## src/rtl/systolic_driver_if.sv

```systemverilog
// Handshake and operand/result bundle between the systolic driver,
// its matrix producer/consumer and the array.
interface systolic_driver_if #(
  parameter int W = 16,
  parameter int N = 3
);
  logic             i_start;
  logic             i_mode;
  logic [W*N*N-1:0] i_A_mat;
  logic [W*N*N-1:0] i_B_mat;
  logic             o_en;
  logic             o_sync;
  logic             o_mode;
  logic [W*N-1:0]   o_A;
  logic [W*N-1:0]   o_B;
  logic [W*N*N-1:0] i_C;
  logic [W*N*N-1:0] o_C;
  logic             o_valid;
  logic             i_ready;
  logic             o_busy;
  logic [15:0]      o_cycles;

  modport master (
    output i_start, i_mode, i_A_mat, i_B_mat,
    output i_C, i_ready,
    input  o_en, o_sync, o_mode, o_A, o_B,
    input  o_C, o_valid, o_busy, o_cycles
  );

  modport slave (
    input  i_start, i_mode, i_A_mat, i_B_mat,
    input  i_C, i_ready,
    output o_en, o_sync, o_mode, o_A, o_B,
    output o_C, o_valid, o_busy, o_cycles
  );
endinterface

```

## src/rtl/systolic_driver.sv

```systemverilog
// Skewed operand feeder and result capture for an NxN systolic array.
// Define SYSTOLIC_DRIVER_PERF_EN to enable the o_cycles latency counter.
module systolic_driver #(
  parameter int W = 16,
  parameter int N = 3,
  parameter int DRAIN = N + 1
) (
  input logic              i_clk,
  input logic              i_rst,
  systolic_driver_if.slave bus
);
  localparam int FEED_LEN = 3*N - 2;
  localparam int SMAX = (FEED_LEN > DRAIN) ? FEED_LEN : DRAIN;
  localparam int SW = (SMAX > 1) ? $clog2(SMAX) : 1;
  localparam int MW = W*N*N;
  localparam int LW = W*N;

  typedef enum logic [2:0] {
    S_IDLE,
    S_SYNC,
    S_FEED,
    S_DRN,
    S_DONE
  } state_t;

  state_t          state, state_n;
  logic [SW-1:0]   step, step_n;
  logic [MW-1:0]   a_lat, b_lat;
  logic            mode_lat;
  logic            load, cap, run_n, mode_n;
  logic [LW-1:0]   a_n, b_n;

  logic            en, sync, mode, valid, busy;
  logic [LW-1:0]   a_out, b_out;
  logic [MW-1:0]   c_out;

  always_comb begin
    state_n = state;
    step_n  = step;
    load    = 1'b0;
    cap     = 1'b0;
    unique case (state)
      S_IDLE: begin
        if (bus.i_start) begin
          load    = 1'b1;
          state_n = S_SYNC;
        end
      end
      S_SYNC: begin
        state_n = S_FEED;
        step_n  = '0;
      end
      S_FEED: begin
        if (step == SW'(FEED_LEN - 1)) begin
          state_n = S_DRN;
          step_n  = '0;
        end else begin
          step_n = step + 1'b1;
        end
      end
      S_DRN: begin
        if (step == SW'(DRAIN - 1)) begin
          state_n = S_DONE;
          cap     = 1'b1;
        end else begin
          step_n = step + 1'b1;
        end
      end
      S_DONE: begin
        if (bus.i_ready) begin
          if (bus.i_start) begin
            load    = 1'b1;
            state_n = S_SYNC;
          end else begin
            state_n = S_IDLE;
          end
        end
      end
      default: state_n = S_IDLE;
    endcase
  end

  // Lane values are computed for the coming cycle so the ports stay registered.
  always_comb begin
    a_n = '0;
    b_n = '0;
    if (state_n == S_FEED) begin
      for (int l = 0; l < N; l++) begin
        if (int'(step_n) >= l && int'(step_n) - l < N) begin
          a_n[l*W +: W] = a_lat[(l*N + int'(step_n) - l)*W +: W];
          b_n[l*W +: W] = b_lat[((int'(step_n) - l)*N + l)*W +: W];
        end
      end
    end
  end

  assign run_n  = (state_n == S_SYNC) || (state_n == S_FEED) ||
                  (state_n == S_DRN);
  assign mode_n = load ? bus.i_mode : mode_lat;

  always_ff @(posedge i_clk) begin
    if (i_rst) begin
      state    <= S_IDLE;
      step     <= '0;
      a_lat    <= '0;
      b_lat    <= '0;
      mode_lat <= 1'b0;
      en       <= 1'b0;
      sync     <= 1'b0;
      mode     <= 1'b0;
      a_out    <= '0;
      b_out    <= '0;
      c_out    <= '0;
      valid    <= 1'b0;
      busy     <= 1'b0;
    end else begin
      state <= state_n;
      step  <= step_n;
      if (load) begin
        a_lat    <= bus.i_A_mat;
        b_lat    <= bus.i_B_mat;
        mode_lat <= bus.i_mode;
      end
      en    <= run_n;
      sync  <= (state_n == S_SYNC);
      mode  <= run_n ? mode_n : 1'b0;
      a_out <= a_n;
      b_out <= b_n;
      busy  <= (state_n != S_IDLE);
      if (cap) begin
        c_out <= bus.i_C;
        valid <= 1'b1;
      end else if (valid && bus.i_ready) begin
        valid <= 1'b0;
      end
    end
  end

  assign bus.o_en    = en;
  assign bus.o_sync  = sync;
  assign bus.o_mode  = mode;
  assign bus.o_A     = a_out;
  assign bus.o_B     = b_out;
  assign bus.o_C     = c_out;
  assign bus.o_valid = valid;
  assign bus.o_busy  = busy;

`ifdef SYSTOLIC_DRIVER_PERF_EN
  logic [15:0] cycles;

  // Loaded with 1 so the count equals the cycle index since acceptance.
  always_ff @(posedge i_clk) begin
    if (i_rst) begin
      cycles <= '0;
    end else if (load) begin
      cycles <= 16'd1;
    end else if ((state == S_SYNC || state == S_FEED ||
                  state == S_DRN) && cycles != 16'hFFFF) begin
      cycles <= cycles + 16'd1;
    end
  end

  assign bus.o_cycles = cycles;
`else
  assign bus.o_cycles = '0;
`endif
endmodule

```

## src/flat_wrapper.sv

```systemverilog
// flat-port wrapper written by rule: the top's interface ports become plain ports
module systolic_driver_flat 
#(
  parameter int W = 16,
  parameter int N = 3,
  parameter int DRAIN = N + 1
)
  (i_clk, i_rst, bus_i_start, bus_i_mode, bus_i_A_mat, bus_i_B_mat, bus_i_C, bus_i_ready, bus_o_en, bus_o_sync, bus_o_mode, bus_o_A, bus_o_B, bus_o_C, bus_o_valid, bus_o_busy, bus_o_cycles);
  systolic_driver_if #(.W(W), .N(N)) bus_i ();
  input logic i_clk;
  input logic i_rst;
  input wire logic [$bits(bus_i.i_start)-1:0] bus_i_start;
  input wire logic [$bits(bus_i.i_mode)-1:0] bus_i_mode;
  input wire logic [$bits(bus_i.i_A_mat)-1:0] bus_i_A_mat;
  input wire logic [$bits(bus_i.i_B_mat)-1:0] bus_i_B_mat;
  input wire logic [$bits(bus_i.i_C)-1:0] bus_i_C;
  input wire logic [$bits(bus_i.i_ready)-1:0] bus_i_ready;
  output wire logic [$bits(bus_i.o_en)-1:0] bus_o_en;
  output wire logic [$bits(bus_i.o_sync)-1:0] bus_o_sync;
  output wire logic [$bits(bus_i.o_mode)-1:0] bus_o_mode;
  output wire logic [$bits(bus_i.o_A)-1:0] bus_o_A;
  output wire logic [$bits(bus_i.o_B)-1:0] bus_o_B;
  output wire logic [$bits(bus_i.o_C)-1:0] bus_o_C;
  output wire logic [$bits(bus_i.o_valid)-1:0] bus_o_valid;
  output wire logic [$bits(bus_i.o_busy)-1:0] bus_o_busy;
  output wire logic [$bits(bus_i.o_cycles)-1:0] bus_o_cycles;
  assign bus_i.i_start = bus_i_start;
  assign bus_i.i_mode = bus_i_mode;
  assign bus_i.i_A_mat = bus_i_A_mat;
  assign bus_i.i_B_mat = bus_i_B_mat;
  assign bus_i.i_C = bus_i_C;
  assign bus_i.i_ready = bus_i_ready;
  assign bus_o_en = bus_i.o_en;
  assign bus_o_sync = bus_i.o_sync;
  assign bus_o_mode = bus_i.o_mode;
  assign bus_o_A = bus_i.o_A;
  assign bus_o_B = bus_i.o_B;
  assign bus_o_C = bus_i.o_C;
  assign bus_o_valid = bus_i.o_valid;
  assign bus_o_busy = bus_i.o_busy;
  assign bus_o_cycles = bus_i.o_cycles;
  systolic_driver #(.W(W), .N(N), .DRAIN(DRAIN)) u_core (.i_clk(i_clk), .i_rst(i_rst), .bus(bus_i));
endmodule
```

## config.mk

```make
export PLATFORM = sky130hd
export DESIGN_NAME = systolic_driver_flat
export DESIGN_NICKNAME = d
export VERILOG_FILES = /design/src/rtl/systolic_driver_if.sv /design/src/rtl/systolic_driver.sv /design/src/flat_wrapper.sv
export SDC_FILE = /design/constraint.sdc
export NUM_CORES = 1
export LEC_CHECK = 0
export ABC_AREA = 1
export CORE_AREA = 5 5 265 267
export DETAILED_ROUTE_END_ITERATION = 7
export DIE_AREA = 0 0 270 272
export HOLD_SLACK_MARGIN = 0.15
export PLACE_DENSITY = 0.75
export RECOVER_POWER = 100
export SYNTH_ARGS = -nofsm -noshare
export SYNTH_HDL_FRONTEND = slang
export SYNTH_SLANG_ARGS = --single-unit
```

## constraint.sdc

```tcl
create_clock -name i_clk -period 10.78 [get_ports i_clk]
set_clock_uncertainty 0.1 [all_clocks]
set_input_delay 1.078 -clock i_clk [delete_from_list [all_inputs] [get_ports i_clk]]
set_output_delay 1.078 -clock i_clk [all_outputs]
set_load 0.02 [all_outputs]
```

==> impl_results.md, run 1 <==
- Status: finished, violations left
- Violated checks: max-capacitance violations, max-slew violations
- # rows: 96
- Initial antenna violation count: 8
- Netlist cell types: 36
- Setup crit start kind: register
- Gate Count Post-Synth: 3566
- Post-route setup slack: 1.89 ns
- #FFs+latches synth: 540
- Core region area: 0.0679 mm^2
- Syn_area_per_cell: 6.85 um^2
- Post-DP Area: 0.0314 mm^2
- CP Capture Type: register
- CTS tree: yes
- Final Max Tran Viols: 835
- Tcrit/Tclk final: 0.825
- Synth area leader: dfxtp_1
- Placed cell count: 4892
- First-pass GRT wire length: 155000 um
- CTS Buf Count: 58
- Hold_buf cts: 0
- Post-CTS Resized: 0
- Die Y-Extent: 272 um
- First DRT Iteration DRCs: 2930
- Slew margin rel.: -2.05
- Total track usage: 0.272
- Share of layout cells above drive strength 1: 0.0338
- CP Data Arrival Time: 9.36 ns
- Number of global-route vias before repair: 24600
- Number of routed nets with antenna violations: 0
- Root Buffer: clkbuf_16
- Filler cells: 6663
- CP dominant cell by count: nand2_1
- Non-filler instance count after layout: 5003
- WL/cell: 21.2 um
- Largest net degree at the start of global routing: 206
- Clock latency on the worst-skew pair: 0.63 ns
- H-tree levels: 2
- Number of warnings issued by yosys: 0
- Yosys top cell area share: 0.443
- Clock Sink Count: 540
- Max Fclk: 0.112 GHz
- Cell area power density: 170 mW/mm^2
- Buffers on Ports: 681
- Longest Clk Path Bufs: 3
- Worst-path fanout max: 56
- Setup Fix Bufs, Post-CTS: 0
- Final Net Count: 4532
- Ports: 698
- Layout area overhead: 36.4%
- Fin. Hold Viols: 0
- DP HPWL: 78000 um
- Critical path type: register to register
- Final GP Congestion: 0.951
- Starting Density: 0.360
- Pre-CTS setup slack: 3.19 ns
- Routed WL: 106000 um
- VDD IR-drop max: 0.140 mV
- CP max stage delay: 1.55 ns
- Vias: 26100
- LEAKAGE: 14.7 nW
- Via/cell ratio: 5.22
- Min cycle time layout: 8.89 ns
- Register area share after synthesis: 0.443
- Clock-pin slew of the registers on the worst-case setup and hold paths: 0.06 ns
- Max_cap viols: 12
- RSZ-0062 raised after global routing: false
- Largest cells by area after synthesis: dfxtp_1 (44%), nand2_1 (12%), a21oi_1 (8.3%)
- Worst Hold Class: register to register
- TNS Setup: 0 ns
- Post-route cell area: 0.0333 mm^2
- Slew at the pin closest to its max-slew limit: 4.58 ns
- CP Data Required Time: 11.24 ns
- Initial DRT Pass Iterations: 8
- DRC errors left: 0
- Tot Pwr: 5.66 mW
- CP max stage cell: clkinvlp_2
- Die area: 0.0734 mm^2
- Cell Area, Synth: 0.0244 mm^2
- GR Overflow Total: 0
- Final setup viols: 0
- Die Span X: 270 um
[state kept, by name, indices dropped and copies added (netlist names), 3 cells and up]
| signal | flops |
|---|---|
| u_core.a_lat | 144 |
| u_core.b_lat | 144 |
| u_core.bus.o_B | 48 |
| u_core.step | 3 |
| u_core.bus.o_A | 48 |
| u_core.bus.o_C | 144 |
| u_core.state | 3 |
[report_power, final]
group	switching, mW	internal, mW
clock	0.868	1.24
combinational	0.913	0.476
sequential	0.0615	2.10
total	1.84	3.82
[path summary, 6_finish.rpt]
| check | startpoint | endpoint | slack, ns | cells past startpoint |
|---|---|---|---|---|
| setup / recovery | u_core.step[0] | u_core.bus.o_B[16] | 1.89 | 25 |
| hold / removal | u_core.a_lat[67] | u_core.a_lat[67] | 0.36 | 2 |
| setup reg to reg | u_core.step[0] | u_core.bus.o_B[16] | 1.89 | 25 |
| hold reg to reg | u_core.a_lat[67] | u_core.a_lat[67] | 0.36 | 2 |
[cell usage after synthesis]
cell type and count:
fa_1 1, nand2_1 794, nor3_4 1, o21ai_1 2
xor2_1 1, nand3b_1 3, buf_2 53, o211ai_1 74
mux2i_1 1, conb_1 1, clkbuf_1 182, dfxtp_1 540
nand3_4 1, nand2_2 5, nor2_1 450, nor4_1 1
nand4_1 23, nor2_2 3, inv_1 291, ha_1 24
o22ai_2 1, nor3_1 17, nand3_2 2, o21ai_2 1
a21oi_1 404, o21ai_0 381, nand3_1 231, inv_2 12
buf_4 31, clkinv_1 2, a31oi_1 14, a211oi_1 1
o21ai_4 1, buf_1 10, buf_6 3, nor2_4 4
[cells by family (layout without fill, tap and decap cells)]
logic type               after synthesis  count (layout)  synth area share
multiplexers                           1               1          0.000410
flip-flops                           540             540             0.443
adder cells (fa/ha/maj)               25              25            0.0131
AND/OR/NAND/NOR                     1535            1535             0.255
buffers and inverters                584            1117            0.0982
AO/OA/AOI/OAI                        879             879             0.190
XOR/XNOR                               1               1          0.000359
other                                  1              23          0.000154
[area by class of cell]
type                    instances  area [um^2]  share of cell area
well taps                     882         1100              0.0331
clock buffers                  81         1670              0.0501
flip-flops and latches        540        10800               0.325
clock inverters                23          313             0.00939
repair buffers                708         7000               0.210
diodes                          7         17.5            0.000526
inverters                     305         1150              0.0346
multi-input cells            2457        11200               0.338
[critical path, delay by kind of cell (launching register included)]
kind / cells / cell delay, ns
AND/OR/NAND/NOR: 11 / 2.26
adder cells (fa/ha/maj): 6 / 2.94
flip-flops: 1 / 0.34
buffers and inverters: 8 / 3.15
[layout by cell type (no fill, tap or decap), types with 2 or more instances in the layout]
master and instances:
nand3_1 232, clkbuf_8 11, bufinv_16 7, nand2_1 795, inv_2 7, o211ai_1 74
nand2_2 4, clkinv_1 2, buf_4 18, dlygate4sd3_1 246, nand3b_1 3, nor2_2 2
conb_1 16, clkinv_2 9, dfxtp_1 540, clkinvlp_4 3, o21ai_1 2, nor3_1 18
inv_6 2, clkbuf_16 59, clkbuf_1 20, clkdlybuf4s50_1 434, inv_1 292, a31oi_1 14
nor2_4 4, nand4_1 23, ha_1 23, diode_2 7, clkinvlp_2 3, clkinv_4 2
nor2_1 451, a21oi_1 404, o21ai_0 381
[per-layer routing]
layer	wire length, um	part of all wire	global-route usage	vias to the layer above
met5	20	0.00019	0	-
met4	4200	0.040	0.0962	2
met3	10600	0.10	0.0777	176
met2	49400	0.47	0.449	1246
met1	41800	0.39	0.341	12100
li1	-	-	-	12500
[through the flow]
stage / utilization / hold WS, ns
global placement: 0.463 / 0.343
detailed placement: 0.463 / 0.347
CTS: 0.492 / 0.356
global route: 0.490 / 0.380
finish: 0.491 / 0.358
floorplan: - / 0.329
No activity file was read; power rests on OpenSTA's default activity.
==> run 2, diff against run 1 <==
--- a/config.mk
+++ b/config.mk
@@ -6,11 +6,11 @@
 export NUM_CORES = 1
 export LEC_CHECK = 0
 export ABC_AREA = 1
-export CORE_AREA = 5 5 265 267
+export CORE_AREA = 5 5 272 274
 export DETAILED_ROUTE_END_ITERATION = 7
-export DIE_AREA = 0 0 270 272
+export DIE_AREA = 0 0 277 279
 export HOLD_SLACK_MARGIN = 0.15
-export PLACE_DENSITY = 0.75
+export PLACE_DENSITY = 0.74
 export RECOVER_POWER = 100
 export SYNTH_ARGS = -nofsm -noshare
 export SYNTH_HDL_FRONTEND = slang
==> constraint.sdc (replaced) <==
create_clock -name i_clk -period 7.95 [get_ports i_clk]
set_clock_uncertainty 0.1 [all_clocks]
set_input_delay 0.795 -clock i_clk [delete_from_list [all_inputs] [get_ports i_clk]]
set_output_delay 0.795 -clock i_clk [all_outputs]
set_load 0.02 [all_outputs]
==> run 2 against run 1 <==
  * The run still ends with max-capacitance violations, max-slew violations left
  * Worst setup slack lost 0.91 ns
  * Sequential share of layout area shrank 0.24 points
  * Non-clock buffer count shrank 2
  * Die area grew 5.2%
  * Maximum frequency grew 27%
  * Total power grew 39%
  * Design area grew 0.76%
  * Highest routed layer unchanged
==> impl_results.md, run 2 (synthesized netlist as in run 1, its figures left out) <==
- Status: finished, violations left
- Violated checks: max-capacitance violations, max-slew violations
- CP max stage cell: nor3_1
- Via/cell ratio: 5.12
- Ports: 698
- Total track usage: 0.266
- First DRT Iteration DRCs: 2897
- Pre-CTS setup slack: 1.55 ns
- Die Span X: 277 um
- R2R setup slack: 0.97 ns
- Hold_buf cts: 0
- Routed WL: 109000 um
- Setup crit start kind: register
- Hold Path Cell Cnt: 2
- Post-route setup slack: 0.974 ns
- Initial antenna violation count: 11
- Slew margin rel.: -1.52
- Longest Clk Path Bufs: 3
- Sw frac: 0.324
- Clock-pin slew of the registers on the worst-case setup and hold paths: 0.07 ns
- Largest net degree at the start of global routing: 228
- Worst path cell trace: ha_1 -> ha_1 -> inv_1 -> nand2_1 -> nand2_1 -> nand2_1 -> nand3_1 -> buf_12 -> ha_2 -> buf_4 -> clkinv_1 -> clkbuf_1 -> nor3_1 -> nand2_1 -> nand2_1 -> nand3_1 -> nor2_1
- VDD IR-drop max: 0.160 mV
- Final GP Congestion: 0.956
- GR Overflow Total: 0
- Clock Sink Count: 540
- DRC errors left: 0
- CP Data Required Time: 8.41 ns
- Worst hold path endpoint: u_core.bus.o_valid
- R2R Path Start: u_core.step[0]
- Final setup viols: 0
- Most frequent cells in the layout: nand2_1 (794), dfxtp_1 (540), nor2_1 (450)
- Share of layout cells above drive strength 1: 0.0357
- Reg2reg end: u_core.bus.o_B[42]
- First-pass GRT wire length: 159000 um
- Cell area power density: 235 mW/mm^2
- Met3 Usage GRT: 0.0674
- Global-route track usage on met1: 0.341
- Number of routed nets with antenna violations: 0
- Critical path type: register to register
- Max Fclk: 0.143 GHz
- Combinational share of power: 0.239
- Root Buffer: clkbuf_16
- Setup Fix Bufs, Post-CTS: 0
- R2R cell count: 17
- M2 GR Usage: 0.442
- Vias: 26000
- # rows: 98
- LEAKAGE: 14.8 nW
- Max_cap viols: 7
- CP Capture Type: register
- Final Max Tran Viols: 498
- Switching power: 2.55 mW
- Worst Hold Class: register to register
- Flop pwr share: 0.373
- Int Power: 5.33 mW
- Die Y-Extent: 279 um
- CTS tree: yes
- Starting Density: 0.343
- Tcrit/Tclk final: 0.877
- CP max stage delay: 1.44 ns
- Post-CTS Resized: 0
- TNS Setup: 0 ns
- Filler cells: 7155
- Clock share of power: 0.388
- Initial DRT Pass Iterations: 6
- Die area: 0.0773 mm^2
- Fin. Hold Viols: 0
- Core region area: 0.0711 mm^2
- WL/cell: 21.6 um
- Layout area overhead: 37.5%
- DP HPWL: 81600 um
- H-tree levels: 2
- Min cycle time layout: 6.98 ns
- Buffers on Ports: 681
- Clock latency on the worst-skew pair: 0.62 ns
- RSZ-0062 raised after global routing: false
- Slew at the pin closest to its max-slew limit: 3.79 ns
- Worst-path fanout max: 227
- Layer with the highest usage: met2
- Number of global-route vias before repair: 24500
- CTS Buf Count: 60
- Most common cell after layout, fill and taps aside: nand2_1
- CP Data Arrival Time: 7.44 ns
- Final Net Count: 4532
- CP dominant cell by count: nand2_1
- Hold_sp: u_core.bus.o_valid
[run 2: changes by cell type in the layout (fill, tap and decap cells not counted), moves of 2 or more]
cell        delta
buf_4          -3
clkbuf_8       -3
diode_2        -2
clkinv_4       +4
bufinv_16      +4
clkbuf_16      +2
clkinvlp_2     -2
inv_1          -2
inv_8          +2
[run 2: area by class of cell]
cell class | count | area [um^2] | area share
inverters | 305 | 1160 | 0.0345
multi-input cells | 2457 | 11300 | 0.336
flip-flops and latches | 540 | 10800 | 0.322
clock inverters | 30 | 465 | 0.0139
well taps | 950 | 1190 | 0.0354
repair buffers | 706 | 6980 | 0.208
clock buffers | 80 | 1680 | 0.0500
diodes | 5 | 12.5 | 0.000373
[run 2: worst max-delay path by stage]
| stage | endpoint | cells after the start | start |
|---|---|---|---|
| 4_1_cts | u_core.bus.o_B[16] | 26 | u_core.step[0] |
| 6_report | u_core.bus.o_B[42] | 17 | u_core.step[0] |
| 3_3_place_gp | u_core.bus.o_B[16] | 26 | u_core.step[0] |
| 2_1_floorplan | u_core.bus.o_B[29] | 25 | u_core.step[0] |
| 3_5_place_dp | u_core.bus.o_B[16] | 26 | u_core.step[0] |
| 5_1_grt | u_core.bus.o_B[38] | 17 | u_core.step[0] |
[run 2: power by group through the flow]
stage	Sequential (mW)	Clock (mW)	Combinational, mW
final	2.94	3.05	1.88
after CTS	2.94	3.09	1.85
after global routing	2.95	3.21	2.06
after global placement	2.99	0	1.83
after detailed placement	2.99	0	1.84
after floorplan	2.97	0	1.17
[run 2: metal layers]
layer	vias up	share of wire
met5	-	0.00031
met4	6	0.036
met3	160	0.096
met2	1141	0.47
met1	12100	0.40
li1	12600	-
[run 2: metrics by stage]
| step | total power, mW | instance area, um^2 | hold slack, ns | utilization | cells |
|---|---|---|---|---|---|
| final | 7.87 | 33600 | 0.360 | 0.472 | 5073 |
| after global routing | 8.22 | 33500 | 0.384 | 0.472 | 5068 |
| after CTS | 7.88 | 33600 | 0.362 | 0.472 | 5068 |
| after detailed placement | 4.83 | 31500 | 0.352 | 0.442 | 4958 |
| after global placement | 4.82 | 31500 | 0.345 | 0.442 | 4958 |
| after floorplan | 4.14 | 24500 | 0.329 | - | 3581 |
[run 2: critical path: cells and delay by family (launching register included)]
family                     cells  cell delay, ns
buffers and inverters          5            2.79
and+or+nand+nor                9            2.79
adders and majority gates      3            0.79
DFF                            1            0.35
